$ cat src/rtl/strobe_pkg.sv
// Shared definitions for the multi-channel strobe generator:
// output mode encodings and the channel-index width helper.
package strobe_pkg;

    typedef enum logic {
        MODE_PULSE  = 1'b0,
        MODE_SQUARE = 1'b1
    } mode_e;

    // Width of a channel index, never narrower than one bit.
    function automatic int ch_idx_w(input int n);
        return (n > 1) ? $clog2(n) : 1;
    endfunction

endpackage

$ cat src/rtl/strobe_chan.sv
// One strobe channel: divisor, shadow divisor, counter, enable, mode,
// square level and the terminal-count logic that drives the output.
module strobe_chan
    import strobe_pkg::*;
#(
    parameter int CNT_W   = 12,
    parameter int DEF_DIV = 2500
) (
    input  logic             clk_i,
    input  logic             rst_i,
    input  logic             we_i,
    input  logic [CNT_W-1:0] div_i,
    input  logic             mode_i,
    input  logic             en_i,
    input  logic             now_i,
    input  logic             sync_i,
    output logic             strobe_o,
    output logic             pending_o
);

    logic [CNT_W-1:0] div_q, div_d;
    logic [CNT_W-1:0] shd_q, shd_d;
    logic [CNT_W-1:0] cnt_q, cnt_d;
    logic             en_q, en_d;
    mode_e            mode_q, mode_d;
    logic             lvl_q, lvl_d;
    logic             pend_q, pend_d;
    logic             str_q, str_d;

    logic             run;
    logic             term;
    logic             tc;

    // Next-state: count, terminal count, config writes, then sync override.
    always_comb begin
        div_d  = div_q;
        shd_d  = shd_q;
        cnt_d  = cnt_q;
        en_d   = en_q;
        mode_d = mode_q;
        lvl_d  = lvl_q;
        pend_d = pend_q;

        run  = en_q && (div_q != '0);
        term = run && (cnt_q == div_q - CNT_W'(1));
        tc   = term && !sync_i && !(we_i && now_i);

        if (run) begin
            cnt_d = term ? '0 : cnt_q + CNT_W'(1);
        end else if (div_q == '0) begin
            cnt_d = '0;
        end

        // A shadow written on this very edge waits for the next tc.
        if (tc) begin
            lvl_d = ~lvl_q;
            if (pend_q && !we_i) begin
                div_d  = shd_q;
                pend_d = 1'b0;
            end
        end

        // A new divisor on an idle channel always starts a fresh period.
        if (we_i) begin
            en_d   = en_i;
            mode_d = mode_e'(mode_i);
            if (mode_d != mode_q) begin
                lvl_d = 1'b0;
            end
            shd_d = div_i;
            if (now_i || !run) begin
                div_d  = div_i;
                cnt_d  = '0;
                pend_d = 1'b0;
            end else begin
                pend_d = 1'b1;
            end
        end

        if (sync_i) begin
            cnt_d = '0;
            lvl_d = 1'b0;
        end

        str_d = (mode_d == MODE_SQUARE) ? lvl_d : tc;
    end

    // Channel state registers.
    always_ff @(posedge clk_i or posedge rst_i) begin
        if (rst_i) begin
            div_q  <= CNT_W'(DEF_DIV);
            shd_q  <= CNT_W'(DEF_DIV);
            cnt_q  <= '0;
            en_q   <= 1'b0;
            mode_q <= MODE_PULSE;
            lvl_q  <= 1'b0;
            pend_q <= 1'b0;
            str_q  <= 1'b0;
        end else begin
            div_q  <= div_d;
            shd_q  <= shd_d;
            cnt_q  <= cnt_d;
            en_q   <= en_d;
            mode_q <= mode_d;
            lvl_q  <= lvl_d;
            pend_q <= pend_d;
            str_q  <= str_d;
        end
    end

    assign strobe_o  = str_q;
    assign pending_o = pend_q;

endmodule

$ cat src/rtl/multi_strobe_gen.sv
// NUM_CH independent programmable strobe channels with shadowed
// divisor updates and a global phase-alignment sync.
module multi_strobe_gen
    import strobe_pkg::*;
#(
    parameter int NUM_CH  = 4,
    parameter int CNT_W   = 12,
    parameter int DEF_DIV = 2500
) (
    input  logic                          sysClk,
    input  logic                          rst,
    input  logic                          cfgWe,
    input  logic [ch_idx_w(NUM_CH)-1:0]   cfgCh,
    input  logic [CNT_W-1:0]              cfgDiv,
    input  logic                          cfgMode,
    input  logic                          cfgEn,
    input  logic                          cfgNow,
    input  logic                          syncAll,
    output logic [NUM_CH-1:0]             strobe,
    output logic [NUM_CH-1:0]             pending
);

    for (genvar i = 0; i < NUM_CH; i++) begin : g_ch
        logic we;

        // Out-of-range channel numbers match no channel.
        assign we = cfgWe && (32'(cfgCh) == 32'(i));

        strobe_chan #(
            .CNT_W   (CNT_W),
            .DEF_DIV (DEF_DIV)
        ) u_chan (
            .clk_i     (sysClk),
            .rst_i     (rst),
            .we_i      (we),
            .div_i     (cfgDiv),
            .mode_i    (cfgMode),
            .en_i      (cfgEn),
            .now_i     (cfgNow),
            .sync_i    (syncAll),
            .strobe_o  (strobe[i]),
            .pending_o (pending[i])
        );
    end

endmodule

$ cat config.mk
export PLATFORM = sky130hd
export DESIGN_NAME = multi_strobe_gen
export DESIGN_NICKNAME = d
export VERILOG_FILES = /design/src/rtl/strobe_pkg.sv /design/src/rtl/strobe_chan.sv /design/src/rtl/multi_strobe_gen.sv
export SDC_FILE = /design/constraint.sdc
export NUM_CORES = 1
export LEC_CHECK = 0
export CORE_UTILIZATION = 51
export CTS_BUF_LIST = sky130_fd_sc_hd__clkbuf_8
export CTS_CLUSTER_DIAMETER = 40
export DETAILED_ROUTE_END_ITERATION = 6
export PLACE_DENSITY = 0.78
export SETUP_SLACK_MARGIN = 0.5
export SLEW_MARGIN = 20
export SYNTH_ARGS = -nofsm -noshare
export SYNTH_HDL_FRONTEND = slang
export SYNTH_SLANG_ARGS = --single-unit
$ cat constraint.sdc
create_clock -name sysClk -period 6 [get_ports sysClk]
set_input_delay 1.2 -clock sysClk [delete_from_list [all_inputs] [get_ports sysClk]]
set_output_delay 1.2 -clock sysClk [all_outputs]
set_load 0.005 [all_outputs]
### Word level (Yosys, flattened, before mapping)

Index checks and enable logic that the tools add are counted.

| word-level totals | value |
|---|---|
| register bits after elaboration | 164 |
| input port bits | 21 |
| word-level logic and storage cells | 201 |

| operators by class | value |
|---|---|
| add/sub/neg operators | 8 |
| equality and inequality tests | 11 |
| multiplexer cells | 80 |
| bitwise gates (word level) | 4 |
| reduce and logical (&&, ||, !) cells | 66 |

Operators with widths:

| cell | count |
|---|---|
| $mux 12 | 40 |
| $add 12x1->12 const B | 4 |
| $eq 12x12->1 | 4 |
| $logic_not 12->1 | 4 |
| $reduce_bool 12->1 | 4 |
| $sub 12x1->12 const B | 4 |
| $mux 1 | 40 |
| $logic_and 1x1->1 | 28 |
| $reduce_bool 2->1 | 8 |
| $logic_not 1->1 | 13 |
| $reduce_and 2->1 | 4 |
| $eq 2x2->1 const B | 2 |
| $logic_or 1x1->1 | 4 |
| $ne 1x1->1 | 4 |
| $not 1->1 | 4 |
| $eq 2x1->1 const B | 1 |
| $logic_not 2->1 | 1 |

### Longest topological paths before layout

| logic depth | value |
|---|---|
| depth after elaboration | 10 |
| gate-level depth with buffers | 11 |

### Modules after synthesis

From an unflattened synthesis, not the netlist that was laid out.

| second synthesis, totals | value |
|---|---|
| cells, all modules | 1,064 |
| area total of the unflattened synthesis | 10,567.6 um^2 |

By module, submodules not included:

| module | times used | cells an instance | area each (um^2) | sequential area each (um^2) |
|---|---|---|---|---|
| strobe_chan at g_ch[0].u_chan ... | 2 | 266 | 2,645.0 | 1,038.5 |
| strobe_chan at g_ch[2].u_chan ... | 2 | 264 | 2,620.0 | 1,038.5 |
| multi_strobe_gen | 1 | 4 | 37.5 | 0.0 |

### Least setup slack after synthesis

No wires, ideal clock.

| timing | value |
|---|---|
| path type | input -> register |
| start | input cfgCh[1] |
| end | register g_ch[0].u_chan.cnt_q[7] |
| setup time | 146 ps |
| data arrival time | 2,833 ps |
| setup slack | 3,021 ps |
| stages | 8 |
| path buffers | 3 |
| path through | clkbuf_1 -> or3b_2 -> clkbuf_1 -> a31oi_1 -> or2_2 -> clkbuf_1 -> nand2b_1 -> a311oi_1 |

| on the way | value |
|---|---|
| cells in the longest elaborated chain, start to end | 4 |

RTL lines:

| what | line | RTL |
|---|---|---|
| start, declared | multi_strobe_gen.sv:13 | `input logic [ch_idx_w(NUM_CH)-1:0] cfgCh,` |
| $logic_not 2->1 | multi_strobe_gen.sv:27 | `assign we = cfgWe && (32'(cfgCh) == 32'(i));` |
| $logic_and 1x1->1 | multi_strobe_gen.sv:27 |  |
| $mux 12 | strobe_chan.sv:64 | `if (we_i) begin` |
| $mux 12 | strobe_chan.sv:80 | `if (sync_i) begin` |
| via g_ch[0].u_chan.cnt_d[7] | strobe_chan.sv:23 | `logic [CNT_W-1:0] cnt_q, cnt_d;` |
| end signal, assigned | strobe_chan.sv:102 | `cnt_q <= cnt_d;` |
| end, declared | strobe_chan.sv:23 |  |

The timed path passes the listed nets, and every way through them passes these cells.
A chain may end at the register's enable or synchronous reset.

### Worst setup path after layout

| timing | value |
|---|---|
| start | register g_ch[1].u_chan.div_q[3] |
| end | register g_ch[1].u_chan.div_q[0] |

| on the way | value |
|---|---|
| cells in the longest elaborated chain, start to end | 8 |
| elaborated cells between the ends (all ways) | 12 |

RTL lines:

| what | line | RTL |
|---|---|---|
| start, declared | strobe_chan.sv:21 | `logic [CNT_W-1:0] div_q, div_d;` |
| start signal, assigned | strobe_chan.sv:91 | `div_q <= CNT_W'(DEF_DIV);` |
| start signal, assigned | strobe_chan.sv:100 | `div_q <= div_d;` |
| $sub 12x1->12 or $reduce_bool 12->1 (tied branches) | strobe_chan.sv:45, strobe_chan.sv:44 |  |
| $eq 12x12->1 or $logic_and 1x1->1 (tied branches) | strobe_chan.sv:45, strobe_chan.sv:44 |  |
| $logic_and 1x1->1 | strobe_chan.sv:45 | `term = run && (cnt_q == div_q - CNT_W'(1));` |
| $logic_and 1x1->1 (2 in series) | strobe_chan.sv:46 | `tc = term && !sync_i && !(we_i && now_i);` |
| $mux 12 | strobe_chan.sv:55 | `if (tc) begin` |
| $mux 12 | strobe_chan.sv:71 | `if (now_i \|\| !run) begin` |
| $mux 12 (*) | strobe_chan.sv:64 |  |
| via g_ch[1].u_chan.div_d[0] | strobe_chan.sv:21 |  |

The timed path passes the listed nets; every way through them passes the cells marked *.

==> metrics.yaml <==
sta:
  relSlewSlack_pct: 33.9
  drv_slew: 0
  final.min_clock_period_ns: 3.76
  rsz0062_at_grt: "no"
  tns_ns: 0
  tightest_slew_ns: 0.978
  period_share_pct: 62.7
  finalWorstSetupSlack_ns: 2.24
  fmax_mhz: 266
  finClkSkew_ns: 0.0179
  finalHoldViolations: 0
  fin_hold_ws_ns: 0.465
  finalSetupViolCount: 0
synth:
  synthTopCellsByArea: "dfrtp_1, dfstp_2, nand2_1, clkbuf_1, xor2_1"
  synth.most_common_cell: "nand2_1"
  synth_flop_cell: "dfrtp_1"
  netlist_area_mm2: 0.0101
  syn-instance-count: 1189
  synth_edf_count: 0
  yosysWarnings: 0
  synth_top_area_cell: "dfrtp_1"
  synth_common_cells: "nand2_1, dfrtp_1, clkbuf_1"
  synth-async-reset-ratio_pct: 100
  yosysTopAreaCellShare_pct: 30.7
  ys_types: 72
  synth_seq_area_share_pct: 41.2
  ys_ff_latch: 164
  syn-num-nets: 1222
  syn_avg_cell_area_um2: 8.49
floorplanning:
  core_region_area_mm2: 0.0195
  die_y_um: 143
  die-area_mm2: 0.0204
  io_pins: 29
  start_util_pct: 51.9
  die-width_um: 143
  row_count: 51
route:
  routed_wl_um: 24800
  ant_nets: 0
  drt_first_pass_iters: 5
  vias: 8676
  avgRoutedWirePerCell_um: 17.4
  vias_per_cell: 6.10
  drc: 0
  drtIter0Drc: 665
hold_path:
  min_path_type: "flip-flop to flip-flop"
cells_and_area:
  finish.utilization_pct: 55.5
  layout-drive-gt1-share_pct: 9.24
  syn2layout_area_growth_pct: 6.95
  final_nets: 1178
  antenna_cells: 0
  final_area_mm2: 0.0108
  fillCellCount: 1765
  instances_no_fill: 1423
clock_tree:
  cts.clk_slew.worst_paths_ns: 0.10
  insertion_delay_ns: 0.48
  cts.sinks: 164
  cts_tree: "done"
  cts-root-buf: "clkbuf_8"
  cts_buffers: 17
  post_cts_buffers: 0
  ctsResizeCount: 0
  htreeDepth: 4
  cts-hold-fix-buffers: 0
  clockBufferDepth: 2
pwr:
  power.share.clock_pct: 30.4
  powerDensity_mw_per_mm2: 279
  netSwitchingFraction_pct: 34.1
  ir_drop_uv: 163
  power_switching_mw: 1.03
  power_mw: 3.01
  pwr-share-comb_pct: 21.0
  seqPwrFrac_pct: 48.6
  p_leak_nw: 4.33
  p_int_mw: 1.98
critical_path:
  crit_path_start_kind: "flip-flop"
  worstSetupPathType: "flip-flop to flip-flop"
  cp.arrival_ns: 4.09
  path_max_fanout: 22
  worstPathRequired_ns: 6.33
  critPathCaptureType: "flip-flop"
run_status:
  status: "completed"
place:
  place_ws_ns: 1.98
  port_buffers: 28
  place_area_mm2: 0.0103
  place_congestion: 0.908
  dp_hpwl_um: 16800
  place_inst: 1391
global_routing:
  antenna_found_initial: 0
  first_global_vias: 7985
  grt_overflow: 0
  gr-usage-all-layers_pct: 25.6
  grt_max_degree: 165
  grt_pass1_wl_um: 40800
run:
  drv_cap: 0
-- path summary, 6_finish.rpt --
path / from / end / slack (ns) / cells past startpoint
hold / removal: g_ch[1].u_chan.shd_q[7] / g_ch[1].u_chan.shd_q[7] / 0.47 / 2
max in group asynchronous: rst / g_ch[3].u_chan.cnt_q[5] / 4.05 / 3
setup reg to reg: g_ch[1].u_chan.div_q[3] / g_ch[1].u_chan.div_q[0] / 2.24 / 7
setup / recovery: g_ch[1].u_chan.div_q[3] / g_ch[1].u_chan.div_q[0] / 2.24 / 7
hold reg to reg: g_ch[1].u_chan.shd_q[7] / g_ch[1].u_chan.shd_q[7] / 0.47 / 2
min in group asynchronous: rst / g_ch[2].u_chan.strobe_o / 1.33 / 3
-- critical path: stages, from the launching register on --
cell,delay [ns]
dfrtp_1,0.48
or4_1,0.68
nor4_1,0.32
a211oi_1,0.12
a2111oi_1,0.73
nand4b_1,0.80
mux2i_1,0.37
a21oi_1,0.09
-- kinds of logic (layout without fill, tap and decap cells) --
group                      count (synthesis)  after routing  share of synthesized area, %
AOI/OAI and AO/OA                        249            249                          17.3
and+or+nand+nor                          533            533                          27.3
adders and majority gates                 12             12                          1.49
DFF                                      164            164                          41.2
muxes                                      8              8                         0.806
xor gates and xnor gates                  62             62                          5.38
buffers and inverters                    161            130                          6.57
-- routing by layer --
layer	track usage [%]	share of wire (%)
met2	40.8	48
met1	34.9	46
met4	9.56	1.9
met3	4.56	4.8
met5	0	0
-- flip-flops by register name, indices dropped and copies added (netlist names) --
signal	flops
g_ch.u_chan.cnt_q	48
g_ch.u_chan.strobe_o	4
g_ch.u_chan.lvl_q	4
g_ch.u_chan.mode_q	4
g_ch.u_chan.en_q	4
g_ch.u_chan.pending_o	4
g_ch.u_chan.div_q	48
g_ch.u_chan.shd_q	48
-- cell type report --
type                    count  area, um2  area share (%)
clock buffers              17        234            2.17
clock inverters            15        213            1.97
inverters                  64        244            2.26
multi-input cells         864       5280            48.9
flip-flops and latches    164       4150            38.5
well taps                 265        332            3.07
repair buffers             34        338            3.13
-- layout by cell type (no fill, tap or decap), types with 5 or more instances in the layout --
cell type        instances
nand4b_1                 8
o211ai_1                26
a211oi_1                 6
a21oi_1                 50
or2_2                    6
nand3b_1                16
and3_1                  15
o31ai_1                  5
a31oi_1                 22
nor2b_1                  8
xor2_1                  32
or3_1                   10
o21ai_0                 47
nand3_1                 55
dfstp_2                 40
inv_6                    5
o311ai_0                12
nand2b_1                32
nor3b_1                 13
nor2_1                  57
buf_4                    5
dfrtp_1                124
or4_1                   10
xnor2_1                 30
a221o_1                 13
nor3_1                  28
and2_1                  17
clkbuf_8                17
nand2_1                194
clkdlybuf4s50_1         28
o221ai_1                15
inv_1                   63
mux2i_1                  7
o2111ai_1                5
ha_1                    12
nor4_1                  15
nand4_1                 25
-- power groups by stage --
stage          Combinational, mW  Sequential (mW)  Clock [mW]
2_1_floorplan              0.549             1.38           0
3_3_place_gp               0.604             1.47           0
3_5_place_dp               0.622             1.48           0
4_1_cts                    0.626             1.46       0.923
5_1_grt                    0.703             1.49       0.975
6_report                   0.631             1.46       0.915
Note: power is estimated with default switching activity, not from simulation.
